<file path="src/rtl/vga_pkg.sv">
// Shared VGA timing definitions.
// Holds the 640x480@60 default timing, the derived totals, the raster phase
// enum used by both axis timers, and a helper that sums an axis's segments.
package vga_pkg;

  // Width of both raster counters.
  localparam int unsigned CntW = 10;

  localparam int unsigned HActiveDef = 640;
  localparam int unsigned HFpDef     = 16;
  localparam int unsigned HSyncDef   = 96;
  localparam int unsigned HBpDef     = 48;
  localparam int unsigned VActiveDef = 480;
  localparam int unsigned VFpDef     = 10;
  localparam int unsigned VSyncDef   = 2;
  localparam int unsigned VBpDef     = 33;

  function automatic int unsigned axis_total(int unsigned act, int unsigned fp,
                                             int unsigned sync, int unsigned bp);
    return act + fp + sync + bp;
  endfunction

  localparam int unsigned HTotalDef = axis_total(HActiveDef, HFpDef, HSyncDef, HBpDef);
  localparam int unsigned VTotalDef = axis_total(VActiveDef, VFpDef, VSyncDef, VBpDef);

  typedef enum logic [1:0] {
    Active,
    Front,
    Sync,
    Back
  } phase_e;

endpackage

</file>
<file path="src/rtl/vga_axis_timer.sv">
// One raster axis: a wrapping counter plus its ACTIVE/FRONT/SYNC/BACK phase.
// Ports:
//   clk, reset (async, active-low), step (advance by one position)
//   count - count that will be held after this clk edge (next-state value)
//   phase - phase that will be held after this clk edge (next-state value)
//   wrap  - this step takes the count from TOTAL-1 back to 0
// Next-state values are exported so the top can register decoded outputs that
// line up with the coordinates in the same cycle.
module vga_axis_timer
  import vga_pkg::*;
#(
  parameter int unsigned ACTIVE = HActiveDef,
  parameter int unsigned FP     = HFpDef,
  parameter int unsigned SYNC   = HSyncDef,
  parameter int unsigned BP     = HBpDef
) (
  input  logic            clk,
  input  logic            reset,
  input  logic            step,
  output logic [CntW-1:0] count,
  output phase_e          phase,
  output logic            wrap
);

  localparam int unsigned Total = axis_total(ACTIVE, FP, SYNC, BP);

  localparam logic [CntW-1:0] LastCnt    = CntW'(Total - 1);
  localparam logic [CntW-1:0] FrontStart = CntW'(ACTIVE);
  localparam logic [CntW-1:0] SyncStart  = CntW'(ACTIVE + FP);
  localparam logic [CntW-1:0] BackStart  = CntW'(ACTIVE + FP + SYNC);

  logic [CntW-1:0] count_q, count_d;
  phase_e          phase_q, phase_d;

  always_comb begin
    count_d = count_q;
    phase_d = phase_q;
    wrap    = step && (count_q == LastCnt);
    if (step) begin
      count_d = wrap ? '0 : count_q + CntW'(1);
      case (phase_q)
        Active: if (count_d == FrontStart) phase_d = Front;
        Front:  if (count_d == SyncStart)  phase_d = Sync;
        Sync:   if (count_d == BackStart)  phase_d = Back;
        Back:   if (wrap)                  phase_d = Active;
        default:                           phase_d = Active;
      endcase
    end
  end

  // Reset parks the axis on its last position so the first step lands on 0.
  always_ff @(posedge clk or negedge reset) begin
    if (!reset) begin
      count_q <= LastCnt;
      phase_q <= Back;
    end else begin
      count_q <= count_d;
      phase_q <= phase_d;
    end
  end

  assign count = count_d;
  assign phase = phase_d;

endmodule

</file>
<file path="src/rtl/vga_sync_gen.sv">
// VGA raster/sync generator driven by a one-clk pixel enable.
// Ports:
//   clk, reset (async, active-low), en (pixel enable pulse)
//   hsync, vsync      - sync outputs, asserted level = SYNC_POL
//   video_on          - (px_x, px_y) inside the visible area
//   px_x, px_y        - raster coordinates
//   line_start        - one-clk pulse when px_x becomes 0
//   frame_start       - one-clk pulse when (px_x, px_y) becomes (0,0)
// All outputs are registered from the axis timers' next-state values.
module vga_sync_gen
  import vga_pkg::*;
#(
  parameter int unsigned H_ACTIVE = HActiveDef,
  parameter int unsigned H_FP     = HFpDef,
  parameter int unsigned H_SYNC   = HSyncDef,
  parameter int unsigned H_BP     = HBpDef,
  parameter int unsigned V_ACTIVE = VActiveDef,
  parameter int unsigned V_FP     = VFpDef,
  parameter int unsigned V_SYNC   = VSyncDef,
  parameter int unsigned V_BP     = VBpDef,
  parameter logic        SYNC_POL = 1'b0
) (
  input  logic            clk,
  input  logic            reset,
  input  logic            en,
  output logic            hsync,
  output logic            vsync,
  output logic            video_on,
  output logic [CntW-1:0] px_x,
  output logic [CntW-1:0] px_y,
  output logic            line_start,
  output logic            frame_start
);

  localparam int unsigned HTotal = axis_total(H_ACTIVE, H_FP, H_SYNC, H_BP);
  localparam int unsigned VTotal = axis_total(V_ACTIVE, V_FP, V_SYNC, V_BP);

  logic [CntW-1:0] h_count, v_count;
  phase_e          h_phase, v_phase;
  logic            h_wrap, v_wrap;

  vga_axis_timer #(
    .ACTIVE (H_ACTIVE),
    .FP     (H_FP),
    .SYNC   (H_SYNC),
    .BP     (H_BP)
  ) u_h_timer (
    .clk   (clk),
    .reset (reset),
    .step  (en),
    .count (h_count),
    .phase (h_phase),
    .wrap  (h_wrap)
  );

  vga_axis_timer #(
    .ACTIVE (V_ACTIVE),
    .FP     (V_FP),
    .SYNC   (V_SYNC),
    .BP     (V_BP)
  ) u_v_timer (
    .clk   (clk),
    .reset (reset),
    .step  (en && h_wrap),
    .count (v_count),
    .phase (v_phase),
    .wrap  (v_wrap)
  );

  logic            hsync_q, vsync_q, video_on_q, line_start_q, frame_start_q;
  logic            hsync_d, vsync_d, video_on_d;
  logic [CntW-1:0] px_x_q, px_y_q;

  always_comb begin
    hsync_d    = (h_phase == Sync) ? SYNC_POL : ~SYNC_POL;
    vsync_d    = (v_phase == Sync) ? SYNC_POL : ~SYNC_POL;
    video_on_d = (h_phase == Active) && (v_phase == Active);
  end

  always_ff @(posedge clk or negedge reset) begin
    if (!reset) begin
      hsync_q       <= ~SYNC_POL;
      vsync_q       <= ~SYNC_POL;
      video_on_q    <= 1'b0;
      px_x_q        <= CntW'(HTotal - 1);
      px_y_q        <= CntW'(VTotal - 1);
      line_start_q  <= 1'b0;
      frame_start_q <= 1'b0;
    end else begin
      hsync_q       <= hsync_d;
      vsync_q       <= vsync_d;
      video_on_q    <= video_on_d;
      px_x_q        <= h_count;
      px_y_q        <= v_count;
      // Wraps are qualified by en, so both pulses last exactly one clk.
      line_start_q  <= h_wrap;
      frame_start_q <= v_wrap;
    end
  end

  assign hsync       = hsync_q;
  assign vsync       = vsync_q;
  assign video_on    = video_on_q;
  assign px_x        = px_x_q;
  assign px_y        = px_y_q;
  assign line_start  = line_start_q;
  assign frame_start = frame_start_q;

endmodule
</file>
<file path="config.mk">
export PLATFORM = sky130hd
export DESIGN_NAME = vga_sync_gen
export DESIGN_NICKNAME = d
export VERILOG_FILES = /design/src/rtl/vga_pkg.sv /design/src/rtl/vga_axis_timer.sv /design/src/rtl/vga_sync_gen.sv
export SDC_FILE = /design/constraint.sdc
export NUM_CORES = 1
export LEC_CHECK = 0
export BUFFER_PORTS_ARGS = -buffer_cell sky130_fd_sc_hd__buf_2
export CAP_MARGIN = 10
export CORE_MARGIN = 2
export CORE_UTILIZATION = 50
export DETAILED_ROUTE_END_ITERATION = 12
export PLACE_DENSITY = 0.68
export RECOVER_POWER = 50
export SKIP_LAST_GASP = 1
export SYNTH_ARGS = -nofsm -noshare
export SYNTH_HDL_FRONTEND = slang
export SYNTH_SLANG_ARGS = --single-unit
</file>
<file path="constraint.sdc">
create_clock -name clk -period 3.1 [get_ports clk]
set_input_delay 0.31 -clock clk [delete_from_list [all_inputs] [get_ports clk]]
set_output_delay 0.31 -clock clk [all_outputs]
set_load 0.01 [all_outputs]
</file>
**After elaboration in Yosys (flattened, before gate mapping)**

Cells that the tools add are included.

- $add $sub $neg: 2
- Equal/unequal tests: 16
- Multiplexer cells: 16
- Reduce and logical (&&, ||, !) cells: 8

Operator list:

| kind | count |
|---|---|
| 10-bit equality test (second input constant) | 5 |
| 10-bit by 9-bit equality test with 1-bit output (second input constant) | 3 |
| 10-bit by 1-bit adder with 10-bit output (second input constant) | 2 |
| 10-bit 2-to-1 mux | 2 |
| 2-bit 2-to-1 mux | 10 |
| 2-bit one-hot mux with 4 select lines | 2 |
| 2-bit equality test (second input constant) | 6 |
| 2-bit logical NOT | 4 |
| 2-bit by 1-bit equality test with 1-bit output (second input constant) | 2 |
| 1-bit logical AND | 4 |
| 1-bit 2-to-1 mux | 2 |

- Flip-flop bits (word level): 29
- Input port bits: 3
- Output and inout bits: 25
- Logic and storage cells: 51

**Depth between registers and ports, before layout**

- Depth after elaboration: 11
- Gate-level depth with buffers: 10
- Depth with buffers taken out: 8

**Modules after synthesis**

A second synthesis with hierarchy kept.

- Cells, all modules: 217
- Area total of the unflattened synthesis: 2,359.8 um2

Modules (own cells, without submodules):

| module | times used | cells each | area each (um2) | seq. area each (um2) |
|---|---|---|---|---|
| vga_axis_timer at u_h_timer | 1 | 93 | 848.3 | 311.5 |
| vga_axis_timer at u_v_timer | 1 | 95 | 839.6 | 306.5 |
| vga_sync_gen | 1 | 29 | 671.9 | 640.6 |

**Least setup slack after synthesis**

No wires, ideal clock.

- Kind: register to register
- Start: register u_h_timer.count_q[0]
- End: register video_on_q (netlist: video_on)
- Library setup time: 0.095 ns
- Data arrival time: 2.248 ns
- Data required time: 3.005 ns
- Setup slack: 0.757 ns
- Cell stages (with the launch flop): 8
- Buffers on the path: 1
- Clock period less this slack: 2.343 ns
- Cells stage by stage: dfstp_2 > ha_1 > and4_1 > buf_4 > a31oi_1 > or4_4 > o31ai_4 > nor4b_2

- Cells in the longest elaborated chain, start to end: 11
- Elaborated cells on any way between the ends: 28
- Those cells by class: add/sub (1); eq/ne (7); mux (14); reduce/logical (6)

Ends and longest elaborated chain:

| item | RTL line | RTL |
|---|---|---|
| from (decl) | vga_axis_timer.sv:32 | `logic [CntW-1:0] count_q, count_d;` |
| from (signal assigned) | vga_axis_timer.sv:54 | `count_q <= LastCnt;` |
| from (signal assigned) | vga_axis_timer.sv:57 | `count_q <= count_d;` |
| parallel branches: the longest is 10 deep, another holds 10-bit by 1-bit adder with 10-bit output | n/a |  |
| 1-bit logical AND (*) | vga_sync_gen.sv:77 | `video_on_d = (h_phase == Active) && (v_phase == Active);` |
| net video_on_d | vga_sync_gen.sv:71 | `logic hsync_d, vsync_d, video_on_d;` |
| to (signal assigned) | vga_sync_gen.sv:92 | `video_on_q <= video_on_d;` |
| to (decl) | vga_sync_gen.sv:70 | `logic hsync_q, vsync_q, video_on_q, line_start_q, frame_start_q;` |

Mark *: on every way through the listed nets, which the timed path passes.
A chain may end at the register's enable or synchronous reset.

**Worst setup path after layout**

- Start: register u_h_timer.count_q[0]
- End: register vsync_q (netlist: vsync)

- Cells in the longest elaborated chain, start to end: 11
- Elaborated cells on any way between the ends: 16
- Those cells by class: eq/ne (5); mux (8); reduce/logical (3)

Ends and longest elaborated chain:

| item | RTL line | RTL |
|---|---|---|
| 10-bit equality test (*) | vga_axis_timer.sv:38 | `wrap = step && (count_q == LastCnt);` |
| 1-bit logical AND (*) | vga_axis_timer.sv:38 |  |
| 1-bit logical AND (*) | vga_sync_gen.sv:64 | `.step (en && h_wrap),` |
| 1-bit logical AND | vga_axis_timer.sv:38 |  |
| 10-bit 2-to-1 mux | vga_axis_timer.sv:40 | `count_d = wrap ? '0 : count_q + CntW'(1);` |
| 10-bit by 9-bit equality test with 1-bit output, on equally long branches | vga_axis_timer.sv:44, vga_axis_timer.sv:42, vga_axis_timer.sv:43 |  |
| 2-bit 2-to-1 mux, on equally long branches | vga_axis_timer.sv:44, vga_axis_timer.sv:42, vga_axis_timer.sv:43 |  |
| 2-bit one-hot mux with 4 select lines | vga_axis_timer.sv:41 | `case (phase_q)` |
| 2-bit 2-to-1 mux (*) | vga_axis_timer.sv:39 | `if (step) begin` |
| 2-bit equality test (*) | vga_sync_gen.sv:76 | `vsync_d = (v_phase == Sync) ? SYNC_POL : ~SYNC_POL;` |
| 1-bit 2-to-1 mux (*) | vga_sync_gen.sv:76 |  |
| net vsync_d | vga_sync_gen.sv:71 |  |
| to (signal assigned) | vga_sync_gen.sv:83 | `vsync_q <= ~SYNC_POL;` |
| to (signal assigned) | vga_sync_gen.sv:91 | `vsync_q <= vsync_d;` |
| to (decl) | vga_sync_gen.sv:70 |  |

Mark *: on every way through the listed nets, which the timed path passes. The rest lies on a longest branch.

==> out/metrics.csv <==
stage,metric,value,unit
setup_path,Worst setup startpoint,u_h_timer.count_q[0],
global_route,grt total ovfl,0,
setup_path,"reg-to-reg slack, setup",0.40,ns
worst_hold_path,Min-Delay Startpoint,en,
clock_network,Root Driver,clkbuf_8,
pwr,sequential share of power,46.5,%
route,drc violations,0,
pwr,switching power,0.394,mW
floorplanning,row count,22,
clock_network,clk_lat worst skew,0.28,ns
setup_path,Crit. End Element,flip-flop,
timing,"Slew Viols, Final",30,
placement,"Cell Area, Placed",2000,um2
setup_path,slowest cell delay on critical path,0.59,ns
logic_synthesis,ranking of synthesized cells by area,"dfstp_2, dfrtp_1, o21ai_0",
placement,IO Port Bufs,27,
route,post-route ant nets,0,
final_layout,area grow syn2layout,11.4,%
pwr,leak pwr,0.820,nW
setup_path,"Slowest-stage cell, CP",dfstp_2,
clock_network,total CTS buffers,5,
worst_hold_path,Hold Path End,u_h_timer.count_q[3],
logic_synthesis,Yosys Warn Count,0,
route,WL final,3.90,mm
timing,Relative slew margins,-3.02,%
route,DR WL/cell,14.3,um
clock_network,hold_buf cts,0,
timing,Hold WS,0.360,ns
status,status,"complete, but fails checks",
clock_network,H-tree Lvls,2,
logic_synthesis,top cell type by total area after synthesis,dfstp_2,
clock_network,number of clock sinks,29,
setup_path,worst r2r src,u_h_timer.count_q[0],
placement,GPL Wtd Cong,0.859,
clock_network,clk buf depth,2,
floorplanning,core area,3630,um2
final_layout,share of cells above drive strength 1,25.0,%
clock_network,clk slew on worst S/H paths,0.06,ns
floorplanning,chip height,65.3,um
pwr,part of the power in combinational logic,25.1,%
pwr,Peak VDD IR,0.216,mV
timing,Tcrit/Tclk final,87.3,%
floorplanning,die footprint,4260,um2
setup_path,Critical R2R Capture,vsync,
status,failing checks,"capacitance limit, slew limit",
placement,DP HPWL,2.83,mm
timing,Achievable Freq,370,MHz
setup_path,worst r2r path cells,8,
logic_synthesis,Post-synth EDFFs,0,
clock_network,Resized Gates After CTS,0,
final_layout,nets,229,
timing,RSZ-0062 raised after global routing,no,
timing,"Min Clock Period, post-route",2.70,ns
logic_synthesis,synthesized area,1880,um2
timing,worst slew pin tran,1.55,ns
setup_path,crit path cell chain,ha_1 -> and4_1 -> nand3_1 -> inv_1 -> a22oi_1 -> o32a_1 -> or2_0 -> a21oi_1,
timing,setup TNS,0,ns
route,drt initial violations,76,
logic_synthesis,Syn Inst Count,200,
setup_path,crit path kind,flip-flop to flip-flop,
final_layout,post-route cell area,2090,um2
pwr,Power Internal,0.799,mW
logic_synthesis,sequential area share after synthesis,39.7,%
logic_synthesis,#FFs+latches synth,29,
logic_synthesis,Yosys top cell area share,22.4,%
clock_network,"Setup Fix Bufs, Post-CTS",0,
setup_path,CP required,3.30,ns
pwr,Sw Share,33.0,%
pwr,Clk pwr share,28.4,%
floorplanning,Initial Util,51.7,%
logic_synthesis,Mean Syn Cell Area,9.39,um2
route,Via density,5.77,
run,MaxCap Viol Count,1,
timing,final hold viol count,0,
setup_path,CP max FO,11,
worst_hold_path,hold path depth,3,
global_route,Global Route Usage Sum,20.9,%
final_layout,fill count,336,
route,Initial DRT Pass Iterations,4,
floorplanning,Ports,28,
timing,final setup fails,0,
clock_network,CTS tree,yes,
setup_path,WP data arrival,2.91,ns
global_route,largest net degree at the start of global routing,30,
pwr,Pwr Density,571,nW/um2
timing,clock skew,0.00558,ns
final_layout,n_diodes,0,
global_route,initial antenna violation count,0,
global_route,vias in the first global route,1497,
logic_synthesis,syn nets,206,
global_route,first-pass GRT wire length,6.79,mm
floorplanning,Die Width,65.3,um
worst_hold_path,Worst Hold Class,input pin to flip-flop,
route,via count,1570,
logic_synthesis,post-synthesis cell type count,58,
logic_synthesis,ys async rst share,100,%
setup_path,startpoint types,flip-flop,
logic_synthesis,top_reg_cell synth,dfstp_2,
==> worst max-delay path by stage <==
stage	to	slack, ns
2_1_floorplan	video_on	0.76
3_3_place_gp	vsync	0.58
3_5_place_dp	vsync	0.47
4_1_cts	vsync	0.44
5_1_grt	vsync	0.09
6_report	vsync	0.40
==> flip-flops by register name, indices dropped and copies added (netlist names) <==
name and count:
frame_start 1, hsync 1, line_start 1, u_h_timer.count_q 10, u_h_timer.phase_q 2, u_v_timer.count_q 10, u_v_timer.phase_q 2, video_on 1
vsync 1
==> power groups by stage <==
stage / clock network [mW] / logic [mW] / registers [mW]
global placement: 0 / 0.301 / 0.550
CTS: 0.352 / 0.301 / 0.552
detailed placement: 0 / 0.300 / 0.558
floorplan: 0 / 0.260 / 0.531
finish: 0.339 / 0.300 / 0.556
global route: 0.367 / 0.342 / 0.569
==> metrics by stage <==
stage | utilization (%) | setup slack, ns | power [mW] | std cells
2_1_floorplan | - | 0.757 | 0.791 | 200
3_3_place_gp | 55.2 | 0.582 | 0.851 | 264
3_5_place_dp | 55.2 | 0.472 | 0.858 | 264
4_1_cts | 58.0 | 0.439 | 1.21 | 272
5_1_grt | 57.6 | 0.0896 | 1.28 | 272
6_report | 57.6 | 0.395 | 1.19 | 272
==> logic make-up after synthesis <==
kind of cell,Yosys count,synth area share (%)
compound gates,49,18.2
xor+xnor,13,6.06
flops,29,39.7
buf+inv,18,5.26
mux,3,1.80
fa+ha+maj,3,2.00
simple gates,85,27.0
==> worst max-delay path: cells and delay by family (launching register included) <==
kind | cells | cell delay [ns]
AOI/OAI and AO/OA | 3 | 0.57
adders and majority gates | 1 | 0.26
buffers and inverters | 1 | 0.24
and+or+nand+nor | 3 | 0.97
DFF | 1 | 0.59
==> area by class of cell <==
| class | count | area (um2) | share of cell area, % |
|---|---|---|---|
| Multi-Input combinational cell | 153 | 1030 | 49.4 |
| Clock buffer | 7 | 96.3 | 4.61 |
| Inverter | 6 | 22.5 | 1.08 |
| Sequential cell | 29 | 746 | 35.6 |
| Tap cell | 48 | 60.1 | 2.87 |
| Timing Repair Buffer | 28 | 129 | 6.16 |
| Clock inverter | 1 | 5.00 | 0.239 |
==> metal layers <==
metal | up-vias | wire length (um) | GRT usage (%)
met1 | 748 | 1700 | 25.7
met5 | - | 0 | 0
met4 | 0 | 74 | 8.59
met2 | 47 | 1940 | 34.8
met3 | 7 | 184 | 5.48
li1 | 768 | - | -
==> layout by cell type (no fill, tap or decap), types with 4 or more instances in the layout <==
| master | instances |
|---|---|
| inv_1 | 6 |
| clkbuf_8 | 7 |
| dfrtp_1 | 13 |
| clkbuf_1 | 11 |
| buf_2 | 16 |
| nor2_1 | 11 |
| o21ai_0 | 19 |
| a21oi_1 | 5 |
| nor2b_1 | 4 |
| nand3_1 | 10 |
| xnor2_1 | 10 |
| nand2_1 | 22 |
| dfstp_2 | 16 |
| nor3_1 | 4 |
==> cells in the mapped netlist, types with 2 or more instances <==
master and number:
a21oi_1 5, nand4_1 3, a22o_1 2, ha_1 3, nand2_1 22, buf_4 2, and2_2 2, o31ai_1 2
xnor2_1 10, o211ai_1 2, and4_1 2, o21ai_0 19, or4_1 2, nor2_1 11, a31oi_1 3, nand3_1 10
nand2b_1 3, nand3b_1 3, clkbuf_1 6, dfstp_2 16, nand4b_1 2, and3_1 3, and2_1 2, mux2_2 3
nor2b_1 4, o2111ai_1 2, xor2_1 3, dfrtp_1 13, nor3_1 4, buf_6 3, inv_1 6
Power figures use the tool's default switching activity.
